File: src/rtl/mmu_utlb_if.sv
// Purpose: shared types and the lookup/refill bundle for the micro-TLB.
// Ports:   master = CPU pipeline + main TLB side, slave = mmu_utlb.
//          Lookup: req_valid/req_vaddr in, resp_valid/resp_result out (per port).
//          Refill: refill_req/refill_vaddr out, refill_ack/refill_result/refill_global in.
package mmu_utlb_pkg;
  typedef logic [31:0] virt_t;

  typedef struct packed {
    logic [31:0] phy_addr;
    logic [31:0] virt_addr;
    logic        miss;
    logic        illegal;
    logic        invalid;
    logic        dirty;
    logic        uncached;
  } mmu_result_t;

  typedef struct packed {
    logic [31:0] phy_addr;
    logic        miss;
    logic        valid;
    logic        dirty;
    logic [2:0]  cache_flag;
  } tlb_result_t;
endpackage

interface mmu_utlb_if #(
  parameter int PORTS = 3
);
  import mmu_utlb_pkg::*;

  logic        [PORTS-1:0] req_valid;
  virt_t       [PORTS-1:0] req_vaddr;
  logic        [PORTS-1:0] resp_valid;
  mmu_result_t [PORTS-1:0] resp_result;

  logic        refill_req;
  virt_t       refill_vaddr;
  logic        refill_ack;
  tlb_result_t refill_result;
  logic        refill_global;

  modport slave (
    input  req_valid, req_vaddr, refill_ack, refill_result, refill_global,
    output resp_valid, resp_result, refill_req, refill_vaddr
  );

  modport master (
    output req_valid, req_vaddr, refill_ack, refill_result, refill_global,
    input  resp_valid, resp_result, refill_req, refill_vaddr
  );
endinterface

File: src/rtl/mmu_utlb.sv
// Purpose: fully-associative micro-TLB in front of the main TLB, PORTS lookup ports.
// Latency: unmapped/hit/fault lookups resolve combinationally; a miss refills via one handshake.
// Backpressure: a missing port sees resp_valid=0 until its refill lands (hit the cycle after ack).
// Ports: clk, rst_n (async active-low), asid, is_user_mode, kseg0_uncached, flush,
//        bus (mmu_utlb_if.slave: lookup and refill handshake).
// Optional: define MMU_UTLB_PERF_EN to add saturating perf_hit/perf_miss counters.
module mmu_utlb
  import mmu_utlb_pkg::*;
#(
  parameter int PORTS   = 3,
  parameter int ENTRIES = 8
) (
  input  logic        clk,
  input  logic        rst_n,
  input  logic [7:0]  asid,
  input  logic        is_user_mode,
  input  logic        kseg0_uncached,
  input  logic        flush,
  mmu_utlb_if.slave   bus
`ifdef MMU_UTLB_PERF_EN
  ,
  output logic [31:0] perf_hit,
  output logic [31:0] perf_miss
`endif
);
  localparam int IDXW = $clog2(ENTRIES);

  typedef enum logic {IDLE, REQ} state_e;

  state_e      state_q, state_d;
  logic        refill_req_q, refill_req_d;
  virt_t       refill_vaddr_q, refill_vaddr_d;
  logic [7:0]  ref_asid_q, ref_asid_d;
  logic        drop_q, drop_d;
  logic [IDXW-1:0] rr_q, rr_d;

  logic [ENTRIES-1:0] ent_valid_q, ent_valid_d;
  logic [19:0] ent_vpn_q   [ENTRIES];
  logic [19:0] ent_vpn_d   [ENTRIES];
  logic [19:0] ent_pfn_q   [ENTRIES];
  logic [19:0] ent_pfn_d   [ENTRIES];
  logic [7:0]  ent_asid_q  [ENTRIES];
  logic [7:0]  ent_asid_d  [ENTRIES];
  logic [2:0]  ent_cf_q    [ENTRIES];
  logic [2:0]  ent_cf_d    [ENTRIES];
  logic [ENTRIES-1:0] ent_g_q, ent_g_d, ent_dirty_q, ent_dirty_d;

  // A failed refill parks here so the requester gets exactly one faulting answer.
  logic        flt_valid_q, flt_valid_d;
  logic [19:0] flt_vpn_q, flt_vpn_d;
  logic [7:0]  flt_asid_q, flt_asid_d;
  logic        flt_miss_q, flt_miss_d;
  logic        flt_invalid_q, flt_invalid_d;

  logic [PORTS-1:0] stall, mapped_hit, flt_hit;

  for (genvar gp = 0; gp < PORTS; gp++) begin : g_port
    virt_t           va;
    logic            hit;
    logic [IDXW-1:0] hidx;
    logic            vld, stl, mh, fh;
    mmu_result_t     res;

    assign va = bus.req_vaddr[gp];

    always_comb begin
      hit  = 1'b0;
      hidx = '0;
      for (int e = 0; e < ENTRIES; e++) begin
        if (!hit && ent_valid_q[e] && ent_vpn_q[e] == va[31:12] &&
            (ent_g_q[e] || ent_asid_q[e] == asid)) begin
          hit  = 1'b1;
          hidx = e[IDXW-1:0];
        end
      end
    end

    always_comb begin
      res           = '0;
      res.virt_addr = va;
      vld = 1'b0;
      stl = 1'b0;
      mh  = 1'b0;
      fh  = 1'b0;
      if (bus.req_valid[gp]) begin
        if (is_user_mode && va[31]) begin
          vld         = 1'b1;
          res.illegal = 1'b1;
        end else if (va[31:30] == 2'b10) begin
          vld          = 1'b1;
          res.phy_addr = {3'b000, va[28:0]};
          res.dirty    = 1'b1;
          res.uncached = (va[31:29] == 3'b101) || (kseg0_uncached && va[31:29] == 3'b100);
        end else if (hit) begin
          vld          = 1'b1;
          mh           = 1'b1;
          res.phy_addr = {ent_pfn_q[hidx], va[11:0]};
          res.dirty    = ent_dirty_q[hidx];
          res.uncached = (ent_cf_q[hidx] == 3'd2);
        end else if (flt_valid_q && flt_vpn_q == va[31:12] && flt_asid_q == asid) begin
          vld         = 1'b1;
          fh          = 1'b1;
          res.miss    = flt_miss_q;
          res.invalid = flt_invalid_q;
        end else begin
          stl = 1'b1;
        end
      end
    end

    assign bus.resp_valid[gp]  = vld;
    assign bus.resp_result[gp] = res;
    assign stall[gp]           = stl;
    assign mapped_hit[gp]      = mh;
    assign flt_hit[gp]         = fh;
  end

  // Lowest-index stalled port wins the refill slot.
  virt_t sel_va;
  always_comb begin
    sel_va = '0;
    for (int p = PORTS - 1; p >= 0; p--) begin
      if (stall[p]) sel_va = bus.req_vaddr[p];
    end
  end

  // Victim: first free slot, else the round-robin pointer.
  logic            free_found;
  logic [IDXW-1:0] victim;
  always_comb begin
    free_found = 1'b0;
    victim     = rr_q;
    for (int e = 0; e < ENTRIES; e++) begin
      if (!free_found && !ent_valid_q[e]) begin
        free_found = 1'b1;
        victim     = e[IDXW-1:0];
      end
    end
  end

  logic refill_start;
  assign refill_start = (state_q == IDLE) && (|stall) && !flush;

  always_comb begin
    state_d        = state_q;
    refill_req_d   = refill_req_q;
    refill_vaddr_d = refill_vaddr_q;
    ref_asid_d     = ref_asid_q;
    drop_d         = drop_q;
    rr_d           = rr_q;
    ent_valid_d    = ent_valid_q;
    ent_vpn_d      = ent_vpn_q;
    ent_pfn_d      = ent_pfn_q;
    ent_asid_d     = ent_asid_q;
    ent_cf_d       = ent_cf_q;
    ent_g_d        = ent_g_q;
    ent_dirty_d    = ent_dirty_q;
    flt_valid_d    = flt_valid_q && !(|flt_hit);
    flt_vpn_d      = flt_vpn_q;
    flt_asid_d     = flt_asid_q;
    flt_miss_d     = flt_miss_q;
    flt_invalid_d  = flt_invalid_q;

    case (state_q)
      IDLE: begin
        if (refill_start) begin
          state_d        = REQ;
          refill_req_d   = 1'b1;
          refill_vaddr_d = sel_va;
          ref_asid_d     = asid;
          drop_d         = 1'b0;
        end
      end
      REQ: begin
        if (flush) drop_d = 1'b1;
        if (bus.refill_ack) begin
          state_d      = IDLE;
          refill_req_d = 1'b0;
          drop_d       = 1'b0;
          if (!(drop_q || flush)) begin
            if (bus.refill_result.miss || !bus.refill_result.valid) begin
              flt_valid_d   = 1'b1;
              flt_vpn_d     = refill_vaddr_q[31:12];
              flt_asid_d    = ref_asid_q;
              flt_miss_d    = bus.refill_result.miss;
              flt_invalid_d = !bus.refill_result.miss;
            end else begin
              ent_valid_d[victim] = 1'b1;
              ent_vpn_d[victim]   = refill_vaddr_q[31:12];
              ent_pfn_d[victim]   = bus.refill_result.phy_addr[31:12];
              ent_asid_d[victim]  = ref_asid_q;
              ent_cf_d[victim]    = bus.refill_result.cache_flag;
              ent_g_d[victim]     = bus.refill_global;
              ent_dirty_d[victim] = bus.refill_result.dirty;
              if (!free_found) rr_d = rr_q + 1'b1;
            end
          end
        end
      end
      default: state_d = IDLE;
    endcase

    if (flush) begin
      ent_valid_d = '0;
      flt_valid_d = 1'b0;
      rr_d        = '0;
    end
  end

  always_ff @(posedge clk or negedge rst_n) begin
    if (!rst_n) begin
      state_q        <= IDLE;
      refill_req_q   <= 1'b0;
      refill_vaddr_q <= '0;
      ref_asid_q     <= '0;
      drop_q         <= 1'b0;
      rr_q           <= '0;
      ent_valid_q    <= '0;
      ent_g_q        <= '0;
      ent_dirty_q    <= '0;
      for (int e = 0; e < ENTRIES; e++) begin
        ent_vpn_q[e]  <= '0;
        ent_pfn_q[e]  <= '0;
        ent_asid_q[e] <= '0;
        ent_cf_q[e]   <= '0;
      end
      flt_valid_q    <= 1'b0;
      flt_vpn_q      <= '0;
      flt_asid_q     <= '0;
      flt_miss_q     <= 1'b0;
      flt_invalid_q  <= 1'b0;
    end else begin
      state_q        <= state_d;
      refill_req_q   <= refill_req_d;
      refill_vaddr_q <= refill_vaddr_d;
      ref_asid_q     <= ref_asid_d;
      drop_q         <= drop_d;
      rr_q           <= rr_d;
      ent_valid_q    <= ent_valid_d;
      ent_g_q        <= ent_g_d;
      ent_dirty_q    <= ent_dirty_d;
      ent_vpn_q      <= ent_vpn_d;
      ent_pfn_q      <= ent_pfn_d;
      ent_asid_q     <= ent_asid_d;
      ent_cf_q       <= ent_cf_d;
      flt_valid_q    <= flt_valid_d;
      flt_vpn_q      <= flt_vpn_d;
      flt_asid_q     <= flt_asid_d;
      flt_miss_q     <= flt_miss_d;
      flt_invalid_q  <= flt_invalid_d;
    end
  end

  assign bus.refill_req   = refill_req_q;
  assign bus.refill_vaddr = refill_vaddr_q;

`ifdef MMU_UTLB_PERF_EN
  logic [31:0] perf_hit_q, perf_hit_d, perf_miss_q, perf_miss_d;
  logic [32:0] hit_sum;

  always_comb begin
    hit_sum = {1'b0, perf_hit_q};
    for (int p = 0; p < PORTS; p++) hit_sum = hit_sum + {32'd0, mapped_hit[p]};
    perf_hit_d  = hit_sum[32] ? 32'hFFFF_FFFF : hit_sum[31:0];
    perf_miss_d = (refill_start && perf_miss_q != 32'hFFFF_FFFF) ? perf_miss_q + 32'd1 : perf_miss_q;
  end

  always_ff @(posedge clk or negedge rst_n) begin
    if (!rst_n) begin
      perf_hit_q  <= '0;
      perf_miss_q <= '0;
    end else begin
      perf_hit_q  <= perf_hit_d;
      perf_miss_q <= perf_miss_d;
    end
  end

  assign perf_hit  = perf_hit_q;
  assign perf_miss = perf_miss_q;
`endif
endmodule

File: src/flat_wrapper.sv
// flat-port wrapper written by rule: the top's interface ports become plain ports
module mmu_utlb_flat import mmu_utlb_pkg::*;
#(
  parameter int PORTS   = 3,
  parameter int ENTRIES = 8
)
  (clk, rst_n, asid, is_user_mode, kseg0_uncached, flush, bus_req_valid, bus_req_vaddr, bus_refill_ack, bus_refill_result, bus_refill_global, bus_resp_valid, bus_resp_result, bus_refill_req, bus_refill_vaddr);
  mmu_utlb_if #(.PORTS(PORTS)) bus_i ();
  input  logic clk;
  input  logic rst_n;
  input  logic [7:0] asid;
  input  logic is_user_mode;
  input  logic kseg0_uncached;
  input  logic flush;
  input wire logic [$bits(bus_i.req_valid)-1:0] bus_req_valid;
  input wire logic [$bits(bus_i.req_vaddr)-1:0] bus_req_vaddr;
  input wire logic [$bits(bus_i.refill_ack)-1:0] bus_refill_ack;
  input wire logic [$bits(bus_i.refill_result)-1:0] bus_refill_result;
  input wire logic [$bits(bus_i.refill_global)-1:0] bus_refill_global;
  output wire logic [$bits(bus_i.resp_valid)-1:0] bus_resp_valid;
  output wire logic [$bits(bus_i.resp_result)-1:0] bus_resp_result;
  output wire logic [$bits(bus_i.refill_req)-1:0] bus_refill_req;
  output wire logic [$bits(bus_i.refill_vaddr)-1:0] bus_refill_vaddr;
  assign bus_i.req_valid = bus_req_valid;
  assign bus_i.req_vaddr = bus_req_vaddr;
  assign bus_i.refill_ack = bus_refill_ack;
  assign bus_i.refill_result = bus_refill_result;
  assign bus_i.refill_global = bus_refill_global;
  assign bus_resp_valid = bus_i.resp_valid;
  assign bus_resp_result = bus_i.resp_result;
  assign bus_refill_req = bus_i.refill_req;
  assign bus_refill_vaddr = bus_i.refill_vaddr;
  mmu_utlb #(.PORTS(PORTS), .ENTRIES(ENTRIES)) u_core (.clk(clk), .rst_n(rst_n), .asid(asid), .is_user_mode(is_user_mode), .kseg0_uncached(kseg0_uncached), .flush(flush), .bus(bus_i));
endmodule
File: config.mk
export PLATFORM = sky130hd
export DESIGN_NAME = mmu_utlb_flat
export DESIGN_NICKNAME = d
export VERILOG_FILES = /design/src/rtl/mmu_utlb_if.sv /design/src/rtl/mmu_utlb.sv /design/src/flat_wrapper.sv
export SDC_FILE = /design/constraint.sdc
export NUM_CORES = 2
export LEC_CHECK = 0
export BUFFER_PORTS_ARGS = -buffer_cell sky130_fd_sc_hd__buf_2
export CORE_MARGIN = 3
export CORE_UTILIZATION = 40
export CTS_CLUSTER_SIZE = 10
export DETAILED_ROUTE_END_ITERATION = 6
export PLACE_DENSITY = 0.7
export SLEW_MARGIN = 20
export SYNTH_ARGS = -nofsm -noshare
export SYNTH_HDL_FRONTEND = slang
export SYNTH_SLANG_ARGS = --single-unit
File: constraint.sdc
create_clock -name clk -period 4.4 [get_ports clk]
set_input_delay 0 -clock clk [delete_from_list [all_inputs] [get_ports clk]]
set_output_delay 0 -clock clk [all_outputs]
set_load 0.03 [all_outputs]
==> flow_summary.json <==
{
  "first_pass_iters": 7,
  "floorplan.die.height_um": 297,
  "critical_path_required_ns": 4.40,
  "timing.final.setup_violations": 0,
  "synth.lib_cells_used.distinct": 73,
  "power_frac_clock_pct": 31.4,
  "cts_inserted_buffers": 58,
  "yosys.area.top_type_share_pct": 37.7,
  "grt_antenna_before_repair": 16,
  "synth.ff_latch_count": 509,
  "max_cap_violations": 0,
  "fp.dieW_um": 297,
  "max_stage_delay_on_crit_path_ns": 0.47,
  "netlist_top_cells_area": "dfrtp_1, mux2_2, xnor2_1",
  "crit_path_start_kind": "flop",
  "placementRows": 105,
  "h_tree_lvl_count": 2,
  "sequential_share_of_power_pct": 45.1,
  "path_cells": "xor2_1, nor4_1, nand3_1, nor4_4, nand4bb_1, or2_1, o22ai_4, buf_4, buf_12, bufbuf_16, mux2i_1, a22oi_1, a21oi_2, buf_2",
  "initial_utilization_pct": 40.8,
  "finalHoldViolCount": 0,
  "layout-drive-gt1-share_pct": 33.5,
  "yosys.area.top_type": "dfrtp_1",
  "fin_nets": 3652,
  "synth_top_flop_cell": "dfrtp_1",
  "comb_power_share_pct": 23.5,
  "synthesis.instances": 3165,
  "tritoncts_num_sinks": 509,
  "grt_pass1_wl_mm": 195,
  "dpl.hpwl_mm": 93.1,
  "cell_area_after_technology_mapping_um2": 33800,
  "num_vias": 29100,
  "drv_slew": 0,
  "postRouteWirelength_mm": 139,
  "post-route-period-util_pct": 99.6,
  "ir_worst_vdd_mv": 0.329,
  "power.static_leakage_nw": 17.4,
  "async_reset_ff_share_pct": 100,
  "worstSetupEndpointType": "output pin",
  "largest_net_degree_at_the_start_of_global_routing": 127,
  "worst_case_hold_slack_ns": 0.0358,
  "p_int_mw": 8.99,
  "synth.yosys.warnings": 0,
  "syn_area_per_cell_um2": 10.7,
  "mappedNetlistNets": 3318,
  "cts_root_buffer": "clkbuf_16",
  "drt_iter0_markers": 4341,
  "route.antenna.remaining_nets": 0,
  "path_class": "reg2out",
  "achievable-frequency_ghz": 0.228,
  "grtUsageTotal_pct": 30.4,
  "worst-slew-pin-transition_ns": 1.23,
  "netSwitchingPower_mw": 5.18,
  "detail_route.drc_violations": 0,
  "floorplan.die_area_um2": 88000,
  "timing.slew.headroom_pct": 17.7,
  "vias_in_the_first_global_route": 27500,
  "ys_seq_area_share_pct": 37.7,
  "routed_wire_length_per_instance_um": 30.0,
  "clk_transition_reported_paths_ns": 0.06,
  "place.gp.congestion": 1.01,
  "io_pins": 395,
  "max-clock-path-buffers": 3,
  "p_sw_share_pct": 36.6,
  "fin_cells": 4643,
  "overflow": 0,
  "worst_ep_arrival_time_ns": 4.38,
  "core_area_um2": 82900,
  "number_of_synthesized_flops_with_an_enable_pin": 0,
  "status": "completed",
  "post_drt_via_cell_ratio": 6.26,
  "critical_path.slowest_cell": "dfrtp_1",
  "p_per_area_nw_per_um2": 360,
  "numPortBuffers": 382,
  "hold_class": "in2async",
  "crit_path_time_final_ns": 4.38,
  "clk_lat_worst_skew_ns": 0.66,
  "synthToLayoutAreaGrowth_pct": 16.5,
  "tritoncts": "built",
  "critical_path.max_fanout": 12,
  "timing.clock.skew_ns": 0.0188,
  "placedCellCount": 4460
}
per-layer routing:
layer / vias up / global-route usage, % / routed length (um)
li1: 11800 / - / -
met1: 14400 / 39.8 / 52400
met2: 2313 / 43.3 / 57200
met3: 579 / 11.9 / 20600
met4: 6 / 15.7 / 8960
met5: - / 0.542 / 34
layout make-up:
| class | instances | area, um^2 |
|---|---|---|
| Tap cell | 1123 | 1410 |
| Fill cell | 7619 | 43500 |
| Inverter | 17 | 63.8 |
| Antenna cell | 7 | 17.5 |
| Timing Repair Buffer | 610 | 4160 |
| Clock buffer | 69 | 1530 |
| Sequential cell | 509 | 12700 |
| Clock inverter | 5 | 66.3 |
| Multi-Input combinational cell | 2303 | 19400 |
cells in the mapped netlist (all sizes together) (17+ instances only):
master and number:
dfrtp 509, mux2 509, xnor2 427, buf 231
xor2 187, nand2 182, mux2i 168, nand4 121
o21ai 116, clkbuf 105, nor2 86, a21oi 73
a22oi 59, nor3 57, nor4 57, and2 44
mux4 33, o221ai 19, inv 17
layout by cell type (no fill, tap or decap), types with 17 or more instances in the layout:
cell | netlist | final
buf_2 | 84 | 380
mux2_2 | 498 | 498
nand4_1 | 121 | 121
clkbuf_16 | 0 | 60
nor3_1 | 57 | 50
and2_1 | 43 | 43
a21oi_1 | 72 | 69
a22oi_1 | 59 | 59
mux4_2 | 31 | 31
mux2i_1 | 168 | 168
o221ai_1 | 19 | 19
buf_4 | 107 | 112
xnor2_1 | 427 | 427
nor2_1 | 84 | 80
dlygate4sd3_1 | 0 | 90
nor4_1 | 55 | 45
o21ai_0 | 109 | 103
dfrtp_1 | 509 | 509
inv_1 | 17 | 17
nand2_1 | 182 | 176
xor2_1 | 187 | 187
registers in the layout, indices dropped and copies added (netlist names):
signal,flops
u_core.bus.refill_req,1
u_core.bus.refill_vaddr,32
u_core.drop_q,1
u_core.ent_asid_q,64
u_core.ent_cf_q,24
u_core.ent_dirty_q,8
u_core.ent_g_q,8
u_core.ent_pfn_q,160
u_core.ent_valid_q,8
u_core.ent_vpn_q,160
u_core.flt_asid_q,8
u_core.flt_invalid_q,1
u_core.flt_miss_q,1
u_core.flt_valid_q,1
u_core.flt_vpn_q,20
u_core.ref_asid_q,8
u_core.rr_q,3
u_core.state_q,1
power groups by stage:
stage	Combinational, mW	Sequential [mW]	Clock [mW]
2_1_floorplan	2.17	5.91	0
3_3_place_gp	3.09	6.36	0
3_5_place_dp	3.14	6.39	0
4_1_cts	3.24	6.30	4.47
5_1_grt	3.56	6.39	4.64
6_report	3.34	6.39	4.45
stage by stage:
stage	util [%]	setup slack (ns)	TNS, ns	area (um^2)	power [mW]
after floorplan	-	1.18	0	33800	8.08
after global placement	44.0	0.430	0	36400	9.45
after detailed placement	44.0	0.364	0	36400	9.53
after CTS	47.1	0.00355	0	39100	14.0
after global routing	47.5	-0.00455	-0.00466	39400	14.6
final	47.5	0.0161	0	39400	14.2
final timing paths:
| kind | cells past startpoint | slack [ns] | end | from |
|---|---|---|---|---|
| max | 14 | 0.02 | bus_resp_result[199] | u_core.ent_vpn_q[140]$_DFFE_PN0P_ |
| min | 3 | 0.04 | u_core.ent_pfn_q[66]$_DFFE_PN0P_ | rst_n |
| max in group asynchronous | 3 | 3.72 | u_core.flt_miss_q$_DFFE_PN0P_ | rst_n |
| min in group clk | 5 | 0.04 | u_core.rr_q[0]$_DFFE_PN0P_ | bus_refill_result[4] |
| min reg2reg | 1 | 0.48 | u_core.bus.refill_req$_DFFE_PN0P_ | u_core.bus.refill_req$_DFFE_PN0P_ |
| max reg2reg | 13 | 0.07 | u_core.bus.refill_vaddr[13]$_DFFE_PN0P_ | u_core.ent_vpn_q[81]$_DFFE_PN0P_ |
worst max-delay path: cells and delay by family (launching register included):
| kind | cells | cell delay [ns] |
|---|---|---|
| and+or+nand+nor | 5 | 1.46 |
| buffers and inverters | 4 | 0.83 |
| AOI/OAI and AO/OA | 3 | 0.50 |
| DFF | 1 | 0.47 |
| muxes | 1 | 0.26 |
| xor gates and xnor gates | 1 | 0.20 |
timing repair:
action,4_1_cts,5_1_grt
gates resized for setup,10,43
endpoints found under the hold margin,709,0
cloned,1,2
endpoints found under the setup margin,33,69
pin swaps,2,5
setup buffers,2,6
hold buffers,91,0
cells by family (layout without fill, tap and decap cells):
family                   Yosys count  in the layout  synth area share (%)
AO/OA/AOI/OAI                    343            343                  6.58
XOR/XNOR                         614            614                  15.9
adder cells (fa/ha/maj)            1              1                0.0370
buffers and inverters            353            701                  5.73
flip-flops                       509            509                  37.7
multiplexers                     710            710                  24.2
other                              0              7                     0
AND/OR/NAND/NOR                  635            635                  9.88
No activity file was read; power rests on OpenSTA's default activity.
